`config.mk`:
```
export PLATFORM = sky130hd
export DESIGN_NAME = des_job_dispatcher
export DESIGN_NICKNAME = d
export VERILOG_FILES = /design/src/rtl/des_job_dispatcher.sv
export SDC_FILE = /design/constraint.sdc
export NUM_CORES = 1
export LEC_CHECK = 0
export BUFFER_PORTS_ARGS = -buffer_cell sky130_fd_sc_hd__buf_2
export CORE_MARGIN = 2
export CORE_UTILIZATION = 53
export CTS_BUF_LIST = sky130_fd_sc_hd__clkbuf_4
export DETAILED_ROUTE_END_ITERATION = 7
export MAX_ROUTING_LAYER = met4
export PLACE_DENSITY = 0.79
export SLEW_MARGIN = 40
export SYNTH_ARGS = -nofsm -noshare
export SYNTH_HDL_FRONTEND = slang
export SYNTH_SLANG_ARGS = --single-unit
```
`constraint.sdc`:
```
create_clock -name clk -period 3.84 [get_ports clk]
set_input_delay 0 -clock clk [delete_from_list [all_inputs] [get_ports clk]]
set_output_delay 0 -clock clk [all_outputs]
set_load 0.005 [all_outputs]
```
`src/rtl/des_job_dispatcher.sv`:
```
// Sequences DES search jobs (READ_REGION, START, RESTART) and buffers results in a small FIFO.
// Optional WAIT_DONE watchdog is compiled in when DES_DISPATCH_TIMEOUT_EN is defined.
module des_job_dispatcher #(
    parameter int          RES_DEPTH      = 4,
    parameter logic [31:0] TIMEOUT_CYCLES = 32'hFFFF_FFFF
) (
    input  logic        clk,
    input  logic        rst_n,
    input  logic [15:0] job_region,
    input  logic        job_valid,
    output logic        job_ready,
    output logic [1:0]  cmd,
    output logic        cmd_valid,
    input  logic        cmd_read,
    output logic [15:0] region,
    input  logic        des_done,
    input  logic [63:0] des_counter,
    output logic        res_valid,
    input  logic        res_ready,
    output logic [15:0] res_region,
    output logic [63:0] res_counter,
    output logic        res_timeout,
    output logic        busy,
    output logic [31:0] jobs_done
);
    localparam int PTR_W = (RES_DEPTH > 1) ? $clog2(RES_DEPTH) : 1;
    localparam int CNT_W = PTR_W + 1;
    localparam logic [1:0] CMD_READ_REGION = 2'd0;
    localparam logic [1:0] CMD_START       = 2'd1;
    localparam logic [1:0] CMD_RESTART     = 2'd3;

    if (RES_DEPTH < 2 || RES_DEPTH > 16 || (RES_DEPTH & (RES_DEPTH - 1)) != 0 ||
        TIMEOUT_CYCLES == 32'd0) begin : g_bad_params
        $error("des_job_dispatcher: illegal parameter value");
    end

    typedef enum logic [2:0] {
        S_IDLE, S_SEND_REGION, S_SEND_START, S_WAIT_DONE, S_CAPTURE, S_SEND_RESTART
    } state_t;

    state_t           r_state, w_next_state;
    logic             r_cmd_valid;
    logic [1:0]       r_cmd;
    logic [15:0]      r_region;
    logic [15:0]      r_mem_region  [RES_DEPTH];
    logic [63:0]      r_mem_counter [RES_DEPTH];
    logic [PTR_W-1:0] r_wr_ptr, r_rd_ptr;
    logic [CNT_W-1:0] r_count;
    logic [31:0]      r_jobs_done;
    logic             w_cmd_hs, w_fifo_space, w_push, w_pop, w_accept, w_timeout_hit;
    logic             w_next_send;
    logic [1:0]       w_next_cmd;

    // cmd_valid only rises inside SEND_* states, so cmd_read is ignored elsewhere
    assign w_cmd_hs     = r_cmd_valid && cmd_read;
    assign w_fifo_space = (r_count < CNT_W'(RES_DEPTH));
    assign res_valid    = (r_count != '0);
    assign w_pop        = res_valid && res_ready;

`ifdef DES_DISPATCH_TIMEOUT_EN
    logic [31:0] r_wd_cnt;
    logic        r_timed_out;
    logic        r_mem_timeout [RES_DEPTH];

    assign w_timeout_hit = (r_state == S_WAIT_DONE) && (r_wd_cnt == TIMEOUT_CYCLES - 32'd1);

    always_ff @(posedge clk or negedge rst_n) begin
        if (!rst_n) begin
            r_wd_cnt    <= '0;
            r_timed_out <= 1'b0;
        end else begin
            r_wd_cnt <= (r_state == S_WAIT_DONE) ? r_wd_cnt + 32'd1 : '0;
            // a real done in the expiry cycle wins over the watchdog
            if (w_accept)
                r_timed_out <= 1'b0;
            else if (w_timeout_hit && !des_done)
                r_timed_out <= 1'b1;
        end
    end

    always_ff @(posedge clk) begin
        if (w_push)
            r_mem_timeout[r_wr_ptr] <= r_timed_out;
    end

    assign res_timeout = res_valid && r_mem_timeout[r_rd_ptr];
`else
    assign w_timeout_hit = 1'b0;
    assign res_timeout   = 1'b0;
`endif

    always_ff @(posedge clk or negedge rst_n) begin
        if (!rst_n)
            r_state <= S_IDLE;
        else
            r_state <= w_next_state;
    end

    always_comb begin
        w_next_state = r_state;
        unique case (r_state)
            S_IDLE:         if (job_valid)                  w_next_state = S_SEND_REGION;
            S_SEND_REGION:  if (w_cmd_hs)                   w_next_state = S_SEND_START;
            S_SEND_START:   if (w_cmd_hs)                   w_next_state = S_WAIT_DONE;
            S_WAIT_DONE:    if (des_done || w_timeout_hit)  w_next_state = S_CAPTURE;
            S_CAPTURE:      if (w_fifo_space)               w_next_state = S_SEND_RESTART;
            S_SEND_RESTART: if (w_cmd_hs)                   w_next_state = S_IDLE;
            default:                                        w_next_state = S_IDLE;
        endcase
    end

    always_comb begin
        job_ready   = (r_state == S_IDLE);
        busy        = (r_state != S_IDLE);
        w_accept    = (r_state == S_IDLE) && job_valid;
        w_push      = (r_state == S_CAPTURE) && w_fifo_space;
        w_next_send = 1'b0;
        w_next_cmd  = CMD_READ_REGION;
        unique case (w_next_state)
            S_SEND_REGION:  begin w_next_send = 1'b1; w_next_cmd = CMD_READ_REGION; end
            S_SEND_START:   begin w_next_send = 1'b1; w_next_cmd = CMD_START;       end
            S_SEND_RESTART: begin w_next_send = 1'b1; w_next_cmd = CMD_RESTART;     end
            default:        begin w_next_send = 1'b0; w_next_cmd = CMD_READ_REGION; end
        endcase
    end

    // A handshake always drops cmd_valid for one cycle before the next command is offered
    always_ff @(posedge clk or negedge rst_n) begin
        if (!rst_n) begin
            r_cmd_valid <= 1'b0;
            r_cmd       <= CMD_READ_REGION;
            r_region    <= '0;
        end else begin
            r_cmd_valid <= w_next_send && !w_cmd_hs;
            if (w_next_send && !w_cmd_hs)
                r_cmd <= w_next_cmd;
            if (w_accept)
                r_region <= job_region;
        end
    end

    always_ff @(posedge clk or negedge rst_n) begin
        if (!rst_n) begin
            r_wr_ptr    <= '0;
            r_rd_ptr    <= '0;
            r_count     <= '0;
            r_jobs_done <= '0;
        end else begin
            if (w_push) begin
                r_wr_ptr    <= r_wr_ptr + 1'b1;
                r_jobs_done <= r_jobs_done + 32'd1;
            end
            if (w_pop)
                r_rd_ptr <= r_rd_ptr + 1'b1;
            if (w_push && !w_pop)
                r_count <= r_count + 1'b1;
            else if (!w_push && w_pop)
                r_count <= r_count - 1'b1;
        end
    end

    always_ff @(posedge clk) begin
        if (w_push) begin
            r_mem_region[r_wr_ptr]  <= r_region;
            r_mem_counter[r_wr_ptr] <= des_counter;
        end
    end

    assign cmd         = r_cmd;
    assign cmd_valid   = r_cmd_valid;
    assign region      = r_region;
    assign jobs_done   = r_jobs_done;
    assign res_region  = res_valid ? r_mem_region[r_rd_ptr]  : '0;
    assign res_counter = res_valid ? r_mem_counter[r_rd_ptr] : '0;

endmodule

```
# ---- After elaboration in Yosys (flattened, before gate mapping)
# Memories as Yosys holds them, arrays and structs flattened.
# Index checks and enable logic that the tools add are counted.
# W data, S select, Z words.
dict set report totals {
  ramBits 320
  n_memories 2
  register_bits 61
  input_bits 86
  output_inout_bits 135
  wordCells 54
}
# name words word_bits rd rd_clocked_by_memory_dff write_ports line
set mem_list {}
lappend mem_list {r_mem_counter 4 64 1 0 1 46} ;# logic [63:0] r_mem_counter [RES_DEPTH];
lappend mem_list {r_mem_region 4 16 1 0 1 45} ;# logic [15:0] r_mem_region [RES_DEPTH];
dict set report classes {
  muxes 15
  n_addsub 5
  n_lt_le_gt_ge 1
  eq_ne 8
  n_reduce_logical 15
}
# cell count
set op_table {}
lappend op_table {{$mux W64} 1}
lappend op_table {{$add A32 B1 Y32 const B} 1}
lappend op_table {{$mux W3} 8}
lappend op_table {{$pmux W3 S6} 1}
lappend op_table {{$mux W16} 1}
lappend op_table {{$eq A3 B2 Y1 const B} 3}
lappend op_table {{$eq A3 B3 Y1 const B} 3}
lappend op_table {{$logic_and A1 B1 Y1} 7}
lappend op_table {{$eq A3 B1 Y1 const B} 2}
lappend op_table {{$reduce_bool A3 Y1} 2}
lappend op_table {{$add A2 B1 Y2 const B} 2}
lappend op_table {{$pmux W2 S2} 1}
lappend op_table {{$add A3 B1 Y3 const B} 1}
lappend op_table {{$logic_not A1 Y1} 3}
lappend op_table {{$logic_not A3 Y1} 1}
lappend op_table {{$lt A3 B3 Y1 const B} 1}
lappend op_table {{$mux W1} 3}
lappend op_table {{$reduce_or A3 Y1} 1}
lappend op_table {{$sub A3 B1 Y3 const B} 1}
lappend op_table {{$reduce_bool A2 Y1} 1}

# ---- Depth between registers and ports, before layout
# Gate-level depths: netlist (run 1).
dict set report depth {
  ltp_word 7
  ltp_mapped 11
  ltp_nobuf 8
}

# ---- Worst setup path before layout (run 1)
# OpenSTA, ideal clock, no wires.
dict set report synth_path {
  path_kind {reg2reg}
  start {register r_state[0]}
  end {memory r_mem_counter[0][0], enable pin}
  setup_time_ns 0.447
  period_less_slack_ns 3.771
  setup_slack_ns 0.069
  stages_incl_launch_ff 7
  t_arrival_ns 3.324
  t_required_ns 3.393
  n_path_buf 3
  path_cell_list {dfrtp_1 > buf_6 > or4b_4 > buf_6 > inv_1 > buf_2 > and2_1}
}
dict set report synth_between {
  elab_chain_len 4
}
# item line
set synth_rtl {}
lappend synth_rtl {{from (decl)} 41} ;# state_t r_state, w_next_state;
lappend synth_rtl {{from (signal assigned)} 96} ;# r_state <= w_next_state;
lappend synth_rtl {{$eq A3 B3 Y1} 116} ;# w_push = (r_state == S_CAPTURE) && w_fifo_space;
lappend synth_rtl {{$logic_and A1 B1 Y1} 116}
lappend synth_rtl {{net w_push} 50} ;# logic w_cmd_hs, w_fifo_space, w_push, w_pop, w_accept, w_timeout_hit;
lappend synth_rtl {{$mux W1} 163} ;# if (w_push) begin
lappend synth_rtl {{$mux W1 (implied by the code)} 165} ;# r_mem_counter[r_wr_ptr] <= des_counter;
lappend synth_rtl {{to (decl)} 46}
# The timed path passes the listed nets, and every way through them passes these cells.

# ---- Final worst setup path (run 1)
dict set report layout_path {
  start {register r_rd_ptr[0]}
  end {output port res_counter[35]}
}
dict set report layout_between {
  elab_chain_len 2
}
# item line
set layout_rtl {}
lappend layout_rtl {{from (decl)} 47} ;# logic [PTR_W-1:0] r_wr_ptr, r_rd_ptr;
lappend layout_rtl {{from (signal assigned)} 154} ;# r_rd_ptr <= r_rd_ptr + 1'b1;
lappend layout_rtl {{$mem_v2 Z4 W64} --}
lappend layout_rtl {{$mux W64} 174} ;# assign res_counter = res_valid ? r_mem_counter[r_rd_ptr] : '0;
lappend layout_rtl {{to (decl)} 21} ;# output logic [63:0] res_counter,
# No other way between the ends.

==> results of run 1 <==
[timing repair]
item | in CTS | in global routing
hold buffers | 90 | 0
gates resized for setup | 0 | 0
endpoints found under the hold margin | 344 | 0
[sequential cells by signal, summed over array words and instances, names as in the netlist]
| signal | count |
|---|---|
| cmd | 2 |
| r_mem_counter | 256 |
| r_wr_ptr | 2 |
| cmd_valid | 1 |
| r_count | 3 |
| r_state | 3 |
| r_rd_ptr | 2 |
| r_mem_region | 64 |
| jobs_done | 32 |
| region | 16 |
[kinds of logic after synthesis]
family | share of synthesized area
simple gates | 0.06972
flops | 0.7485
fa+ha+maj | 0.006392
buf+inv | 0.01337
mux | 0.1340
compound gates | 0.005972
other cells | 0.0002521
xor+xnor | 0.02178
[how the worst max path moves through the flow]
stage	startpoint	endpoint
floorplan	r_state[0]$_DFF_PN0_	r_mem_counter[0][0]$_DFFE_PP_
global placement	r_state[1]$_DFF_PN0_	r_mem_counter[1][20]$_DFFE_PP_
detailed placement	r_state[1]$_DFF_PN0_	r_mem_counter[1][20]$_DFFE_PP_
CTS	r_rd_ptr[0]$_DFFE_PN0P_	res_counter[35]
global route	r_rd_ptr[0]$_DFFE_PN0P_	res_counter[35]
finish	r_rd_ptr[0]$_DFFE_PN0P_	res_counter[35]
[power breakdown]
group / switching, mW / internal (mW)
Sequential: 0.454 / 4.87
Combinational: 1.38 / 1.83
Clock: 1.55 / 1.79
Total: 3.38 / 8.50
[layer usage]
layer  global-route usage  vias to the layer above
met3              0.06282                       39
li1                     -                     3785
met5                    -                        -
met1               0.2861                     4172
met4              0.06006                        0
met2               0.3332                      329
[cells in the final DEF (no fill, tap or decap), types with 3 or more instances in the layout]
| cell | Yosys | layout |
|---|---|---|
| edfxtp_1 | 320 | 320 |
| buf_2 | 12 | 219 |
| clkbuf_4 | 0 | 138 |
| dlygate4sd3_1 | 0 | 90 |
| and2_1 | 87 | 82 |
| mux4_2 | 80 | 80 |
| dfrtp_1 | 61 | 59 |
| xnor2_1 | 31 | 31 |
| clkinv_1 | 0 | 28 |
| mux2_2 | 17 | 17 |
| nand4_1 | 15 | 15 |
| nand2_1 | 14 | 14 |
| nand3_1 | 13 | 13 |
| buf_4 | 1 | 12 |
| inv_1 | 8 | 8 |
| nor2_1 | 7 | 7 |
| and3_1 | 7 | 7 |
| xor2_1 | 6 | 6 |
| ha_1 | 6 | 6 |
| buf_12 | 0 | 5 |
| nand2b_1 | 4 | 4 |
| a21oi_1 | 4 | 4 |
| o21ai_0 | 4 | 4 |
| and2_4 | 0 | 4 |
| clkinv_2 | 0 | 4 |
| diode_2 | 0 | 3 |
| nor4_4 | 3 | 3 |
| nor3_1 | 3 | 3 |
| clkinvlp_4 | 0 | 3 |
[cell type report]
class | count | area (µm²) | area share
Sequential cell | 381 | 11140 | 0.5978
Clock inverter | 37 | 207.7 | 0.01114
Antenna cell | 3 | 7.507 | 0.0004028
Clock buffer | 138 | 1036 | 0.05558
Inverter | 8 | 30.03 | 0.001611
Timing Repair Buffer | 326 | 2187 | 0.1173
Tap cell | 378 | 473.0 | 0.02537
Multi-Input combinational cell | 322 | 3555 | 0.1907
[metrics by stage]
| stage | power [mW] | util |
|---|---|---|
| after floorplan | 7.270 | - |
| after global placement | 8.535 | 0.5950 |
| after detailed placement | 8.597 | 0.5951 |
| after CTS | 12.05 | 0.6725 |
| after global routing | 12.58 | 0.6728 |
| final | 11.88 | 0.6728 |
==> run metrics, run 1 <==
dpl cell area between 0.015 and 0.02 mm²; HPWL Detailed approximately 19000 µm; r2r endpoint r_mem_counter[0][37]$_DFFE_PP_; Slowest-stage cell, CP dfrtp_4; Clk Latency, worst-skew pair a little under 700 ps; GRT Total Usage 0.2164; drt first pass iters 8; Vert. Die Dim approximately 170 µm; CP Class flip-flop to primary output; final WL approximately 30000 µm; Power Density between 600 and 700 mW/mm²; top sig layer met4; Syn Area/Cell about 20 µm²; Final Wtd Congestion about 0.84; setup ws final between 1000 and 1500 ps; # clock sinks 381; Yosys top cell by area edfxtp_1; ys flop type edfxtp_1; number of global-route vias before repair 8525; mean routed wirelength per cell 18.91 µm; met1 wire length 12580 µm; most frequent cell after synthesis edfxtp_1; vias per inst between 5 and 6; register bit count reported by yosys 381; Rel. slew slack 0.4864; Hold Path Origin des_counter[22]; Yosys top cell area share 0.6459; initial antenna violation count 3; core area between 0.02 and 0.03 mm²; setup_tns 0 ps; Slew Viols, Final 0; Port Buf Inserts 219; Final setup viols 0; largest net degree at the start of global routing 84; worst hold endpoint r_mem_counter[3][22]$_DFFE_PP_; Final Non-Filler Cells roughly 1600; pre-CTS setup slack roughly 1200 ps; post-synthesis async set-or-reset flop share 0.1601; Max-cap violations 0; clock slew seen by the registers of the worst setup and hold paths around 60 ps; Mapped Area 0.01488 mm²; Post-synth top cells edfxtp_1 (320), and2_1 (87), mux4_2 (80), dfrtp_1 (61), xnor2_1 (31); required time of the critical path between 3000 and 4000 ps; Post-CTS Setup Bufs 0; arrival time at the worst endpoint ~2800 ps; Layout Nets ~1200; startpoint of the worst-slack reg-to-reg timing path r_state[1]$_DFF_PN0_; Reg2Reg Setup Slack 1160 ps; Hold Path Class input pin to flip-flop; clk buf depth 3; minimum clock period between 2000 and 3000 ps; cell family with most CP delay flip-flops; status completed; met2 wire len 14770 µm; Cells after Synth 747; number of antenna-violating nets in the routed design 0; CTS root buf clkbuf_4; I/O pin total between 200 and 250; DR vias around 8300; hold path depth 2; Synth cell types 40; met3 wire length around 2400 µm; synth warn 0; total CTS buffers 94; peak supply drop 0.4172 mV; final hold viol count 0; Critical Path, Cell by Cell buf_12 > mux4_2 > and2_1 > buf_2; Die X 171.5 µm; Net Count, Synth 840; fill count roughly 1900; GR Overflow Total 0; worst-margin pin slew 770.3 ps; Crit. path cell count 4; # DRC 0; # rows slightly above 60; initial drt markers ~690; RSZ-0062 raised after global routing no; dominant cells by area after synthesis edfxtp_1 (65%), mux4_2 (12%), dfrtp_1 (10%); LEAKAGE roughly 7.0 nW; post-route cell area around 0.019 mm²; Layout area overhead 25.29%; Critical Path Start Type flip-flop; Post-synth EDFFs 320; crit-path max cell delay 780 ps; share of layout cells above drive strength 1 0.4068; Final period util 0.7210; first-pass GRT wire length 46150 µm; CTS tree done; worst reg2reg path depth 4; maximum fanout along the worst path 42; H-tree Lvls 3; Clock Skew approximately 37 ps; DIE AREA around 0.03 mm²; max frequency about 360 MHz; Starting Density 0.5370; CP Buf/Inv Count 2; WHS roughly 59 ps; # placed instances between 1000 and 1500; sequential area share after synthesis 0.7485; crit path capture type primary output
Power figures use the tool's default switching activity.
==> inputs of run 2 (changes only) <==
--- a/config.mk
+++ b/config.mk
@@ -7,11 +7,11 @@
 export LEC_CHECK = 0
 export BUFFER_PORTS_ARGS = -buffer_cell sky130_fd_sc_hd__buf_2
 export CORE_MARGIN = 2
-export CORE_UTILIZATION = 53
+export CORE_UTILIZATION = 57
 export CTS_BUF_LIST = sky130_fd_sc_hd__clkbuf_4
 export DETAILED_ROUTE_END_ITERATION = 7
 export MAX_ROUTING_LAYER = met4
-export PLACE_DENSITY = 0.79
+export PLACE_DENSITY = 0.81
 export SLEW_MARGIN = 40
 export SYNTH_ARGS = -nofsm -noshare
 export SYNTH_HDL_FRONTEND = slang
==> constraint.sdc (replaced) <==
create_clock -name clk -period 2.55 [get_ports clk]
set_input_delay 0 -clock clk [delete_from_list [all_inputs] [get_ports clk]]
set_output_delay 0 -clock clk [all_outputs]
set_load 0.005 [all_outputs]
==> run metrics, run 2 (same netlist as run 1, synthesis figures left out) <==
status completed; minimum clock period ~2400 ps; CTS root buf clkbuf_4; share of layout cells above drive strength 1 0.4112; final hold viol count 0; crit-path max cell delay between 500 and 600 ps; Final period util 0.9278; pre-CTS setup slack 297.6 ps; LEAKAGE ~7 nW; max FFs per register around 260; total power draw 18.12 mW; Reg with most FFs r_mem_counter; Critical Path, Cell by Cell or3_2 > buf_6 > and2_1 > buf_2; Critical Path Start Type flip-flop; setup ws final between 150 and 200 ps; peak supply drop a little under 0.6 mV; post-route cell area 0.01876 mm²; most frequent cells in the layout edfxtp_1 (320), buf_2 (220), clkbuf_4 (131), dlygate4sd3_1 (90), and2_1 (83); DR vias between 8000 and 9000; Final setup viols 0; first-pass GRT wire length between 40000 and 50000 µm; HPWL Detailed slightly below 20000 µm; # DRC 0; CP Class flip-flop to primary output; maximum fanout along the worst path 82; required time of the critical path 2550 ps; worst-margin pin slew 727.8 ps; # placed instances 1291; GRT Total Usage 0.2452; Clk Latency, worst-skew pair approximately 690 ps; Layout area overhead 26.12%; max frequency approximately 420 MHz; H-tree Lvls 3; dpl cell area around 0.017 mm²; Rel. slew slack 0.5104; Port Buf Inserts 219; crit path capture type primary output; commonest non-fill, non-tap cell in the layout edfxtp_1; Final Non-Filler Cells between 1500 and 2000; initial antenna violation count 3; GR Overflow Total 0; Vert. Die Dim about 170 µm; Slowest-stage cell, CP or3_2; CTS tree done; largest net degree at the start of global routing 83; Power Density between 900 and 1000 mW/mm²; Max-cap violations 0; I/O pin total roughly 220; total CTS buffers 92; core area about 0.026 mm²; clk buf depth 3; Hold Path Class input pin to flip-flop; cell family with most CP delay simple AND/OR/NAND/NOR gates; RSZ-0062 raised after global routing no; register area between 0.01 and 0.015 mm²; number of global-route vias before repair between 9000 and 10000; mean routed wirelength per cell between 20 and 25 µm; Starting Density 0.5758; vias per inst approximately 5.5; initial drt markers between 700 and 800; clock slew seen by the registers of the worst setup and hold paths 70 ps; final WL 32370 µm; multi-input combinational cell area between 0.003 and 0.004 mm²; arrival time at the worst endpoint around 2400 ps; Clock Skew 27.97 ps; drt first pass iters 4; Die X 165.6 µm; DIE AREA between 0.02 and 0.03 mm²; number of antenna-violating nets in the routed design 0; # rows 59; Layout Nets between 1000 and 1500; CP Buf/Inv Count 2; # clock sinks between 300 and 400; fill count 1575; Final Wtd Congestion about 0.81; Slew Viols, Final 0
-- run 2: cell types whose count changed in the layout (fill, tap and decap cells not counted), sizes merged --
| cell | change |
|---|---|
| buf | +14 |
| bufinv | -1 |
| clkbuf | -6 |
| clkinv | -3 |
| clkinvlp | -2 |
| inv | +2 |
-- run 2: layer usage --
layer  vias to the layer above  share of wire  global-route usage
met5                         -              0                   -
met1                      4295           0.40              0.3071
li1                       3804              -                   -
met3                        51          0.078             0.06818
met2                       336           0.51              0.3940
met4                         0          0.016             0.07876
-- run 2: final cells by class --
cell class / count / area share
multi-input cells: 322 / 0.1894
clock inverters: 33 / 0.008536
flip-flops and latches: 381 / 0.5939
well taps: 335 / 0.02234
repair buffers: 341 / 0.1314
diodes: 3 / 0.0004001
inverters: 8 / 0.001600
clock buffers: 131 / 0.05241
-- run 2: final timing paths --
path	start	end	slack, ps	cells past startpoint
setup / recovery	r_count[2]$_DFFE_PN0P_	res_region[3]	180	4
hold / removal	des_counter[62]	r_mem_counter[2][62]$_DFFE_PP_	70	2
setup reg to reg	r_state[0]$_DFF_PN0_	r_count[2]$_DFFE_PN0P_	280	8
hold reg to reg	jobs_done[30]$_DFFE_PN0P_	jobs_done[30]$_DFFE_PN0P_	500	1
max in group asynchronous	rst_n	jobs_done[23]$_DFFE_PN0P_	1730	4
min in group asynchronous	rst_n	jobs_done[10]$_DFFE_PN0P_	470	4
-- run 2: stage by stage --
stage                     hold WS [ps]  utilization  TNS [ps]
after detailed placement        -21.44       0.6430         0
after CTS                        3.107       0.7226         0
after global placement          -32.61       0.6430         0
after global routing             22.42       0.7262         0
after floorplan                 -295.6            -   -108640
final                            67.67       0.7262         0
-- run 2: worst register-to-register path, stage by stage (launching register included) --
cell and delay, ps:
dfrtp_1 480, or4b_4 580, inv_1 90, ha_1 180, inv_1 70, fa_1 380, xor2_1 170, nor2_1 110
xor2_1 150
-- run 2: repair_timing --
item | 4_1_cts | 5_1_grt
setup endpoints to repair | 19 | 73
setup buffers | 0 | 4
hold endpoints to repair | 344 | 0
cloned | 0 | 1
hold buffers | 91 | 0
resized for setup | 1 | 3
-- run 2: power by group --
group / leakage, nW / total [mW] / internal, mW / switching [mW]
Sequential: 3.67 / 7.85 / 7.34 / 0.511
Clock: 0.683 / 4.78 / 2.47 / 2.31
Combinational: 2.73 / 5.48 / 3.03 / 2.46
Total: 7.08 / 18.1 / 12.8 / 5.28
==> inputs of run 3 (changes only) <==
--- a/config.mk
+++ b/config.mk
@@ -6,13 +6,14 @@
 export NUM_CORES = 1
 export LEC_CHECK = 0
 export BUFFER_PORTS_ARGS = -buffer_cell sky130_fd_sc_hd__buf_2
+export CORE_ASPECT_RATIO = 1.2
 export CORE_MARGIN = 2
 export CORE_UTILIZATION = 57
 export CTS_BUF_LIST = sky130_fd_sc_hd__clkbuf_4
 export DETAILED_ROUTE_END_ITERATION = 7
 export MAX_ROUTING_LAYER = met4
 export PLACE_DENSITY = 0.81
-export SLEW_MARGIN = 40
+export SLEW_MARGIN = 0
 export SYNTH_ARGS = -nofsm -noshare
 export SYNTH_HDL_FRONTEND = slang
 export SYNTH_SLANG_ARGS = --single-unit
==> constraint.sdc (replaced) <==
create_clock -name clk -period 2.55 [get_ports clk]
set_input_delay 0.3825 -clock clk [delete_from_list [all_inputs] [get_ports clk]]
set_output_delay 0.3825 -clock clk [all_outputs]
set_load 0.005 [all_outputs]
==> run metrics, run 3 (same netlist as run 1, synthesis figures left out) <==
Clk Latency, worst-skew pair roughly 690 ps; dpl cell area 0.01667 mm²; Clock Skew between 30 and 40 ps; initial drt markers approximately 580; post-route cell area a little under 0.02 mm²; final WL between 30000 and 40000 µm; RSZ-0062 raised after global routing yes; number of global-route vias before repair about 9100; max frequency around 370 MHz; Layout area overhead 29.20%; # clock sinks 381; CTS tree done; GR Overflow Total 0; Final Wtd Congestion roughly 0.78; worst-margin pin slew between 700 and 800 ps; Rel. slew slack 0.4852; maximum fanout along the worst path 9; most frequent cells in the layout edfxtp_1 (320), buf_2 (188), clkbuf_4 (126), dlygate4sd3_1 (83), mux4_2 (80); number of antenna-violating nets in the routed design 0; Vert. Die Dim around 180 µm; minimum clock period 2699 ps; first-pass GRT wire length slightly below 50000 µm; peak supply drop ~0.59 mV; share of layout cells above drive strength 1 0.4463; Critical Path Start Type flip-flop; Port Buf Inserts between 200 and 250; max FFs per register between 200 and 300; DR vias about 8600; Reg with most FFs r_mem_counter; H-tree Lvls 3; drt first pass iters 5; CP Class flip-flop to primary output; Die X 151.5 µm; Final setup viols 80; CTS root buf clkbuf_4; clk buf depth 3; core area between 0.02 and 0.03 mm²; Layout Nets between 1000 and 1500; # DRC 0; setup ws final -149.1 ps; setup_tns -5401 ps; Starting Density 0.5824; Max-cap violations 0; Hold Path Class input pin to flip-flop; initial antenna violation count 1; clock slew seen by the registers of the worst setup and hold paths around 70 ps; Power Density roughly 1000 mW/mm²; DIE AREA around 0.027 mm²; crit path capture type primary output; required time of the critical path 2170 ps; commonest non-fill, non-tap cell in the layout edfxtp_1; failing checks setup timing; LEAKAGE 7.320 nW; Final period util 1.058; WHS between 80 and 90 ps; status complete, but fails checks; I/O pin total about 220; mean routed wirelength per cell 21.42 µm; vias per inst about 5.6; arrival time at the worst endpoint ~2300 ps; total CTS buffers just under 90; GRT Total Usage 0.2429; Slew Viols, Final 0; largest net degree at the start of global routing 54; HPWL Detailed about 19000 µm; # rows 64; final hold viol count 0
[run 3: cell count changes in the layout (fill, tap and decap cells not counted), moves of 3 or more]
| cell | delta |
|---|---|
| and2_1 | -33 |
| and2_4 | +33 |
| buf_12 | +4 |
| buf_2 | -32 |
| buf_4 | +6 |
| buf_6 | +33 |
| clkbuf_16 | +3 |
| clkbuf_4 | -5 |
| dlygate4sd3_1 | -7 |
[run 3: path summary, 6_finish.rpt]
kind	slack, ps	cells past startpoint	endpoint	from
max	-150	5	res_counter[42]	r_rd_ptr[0]$_DFFE_PN0P_
min	80	4	r_state[2]$_DFF_PN0_	cmd_read
max reg2reg	220	9	r_count[2]$_DFFE_PN0P_	r_count[2]$_DFFE_PN0P_
min reg2reg	510	1	jobs_done[28]$_DFFE_PN0P_	jobs_done[28]$_DFFE_PN0P_
max in group asynchronous	1610	3	region[13]$_DFFE_PN0P_	rst_n
min in group asynchronous	300	2	cmd_valid$_DFF_PN0_	rst_n
[run 3: critical path, cell delays in order (launching register included)]
cell,delay (ps)
dfrtp_4,440
buf_12,170
clkbuf_16,200
mux4_2,540
and2_4,180
buf_6,100
[run 3: layout make-up]
type | count | area, µm²
Clock buffer | 126 | 945.9
Sequential cell | 381 | 11140
Multi-Input combinational cell | 322 | 3646
Timing Repair Buffer | 348 | 2825
Inverter | 8 | 30.03
Clock inverter | 34 | 215.2
Antenna cell | 1 | 2.502
Fill cell | 1399 | 6324
Tap cell | 330 | 412.9
[run 3: per-stage QoR]
stage                     worst slack [ps]  power (mW)    util  instances
after floorplan                     -339.5       10.94       -        747
after global placement               364.5       13.03  0.6528       1291
after detailed placement             307.3       13.17  0.6528       1291
after CTS                           -167.6       18.54  0.7383       1545
after global routing                -255.7       20.37  0.7524       1550
final                               -149.1       19.40  0.7524       1550
[run 3: power breakdown]
| group | internal [mW] | leakage (nW) | total [mW] | switching, mW |
|---|---|---|---|---|
| Sequential | 7.34 | 3.67 | 7.73 | 0.394 |
| Combinational | 3.97 | 2.96 | 6.77 | 2.81 |
| Clock | 2.60 | 0.687 | 4.89 | 2.30 |
| Total | 13.9 | 7.32 | 19.4 | 5.50 |
[run 3: per-layer routing]
metal	GRT usage	part of all wire	wire (µm)	up-vias
met2	0.4011	0.53	17560	390
met5	-	0	0	-
met3	0.06010	0.072	2403	58
li1	-	-	-	3795
met4	0.07402	0.019	643	0
met1	0.2983	0.38	12600	4382
[run 3: timing repair]
| action | 4_1_cts | 5_1_grt |
|---|---|---|
| setup endpoints to repair | 81 | 80 |
| hold buffers | 83 | 0 |
| setup buffers | 10 | 0 |
| cloned | 1 | 4 |
| resized for setup | 18 | 59 |
| hold endpoints to repair | 306 | 0 |
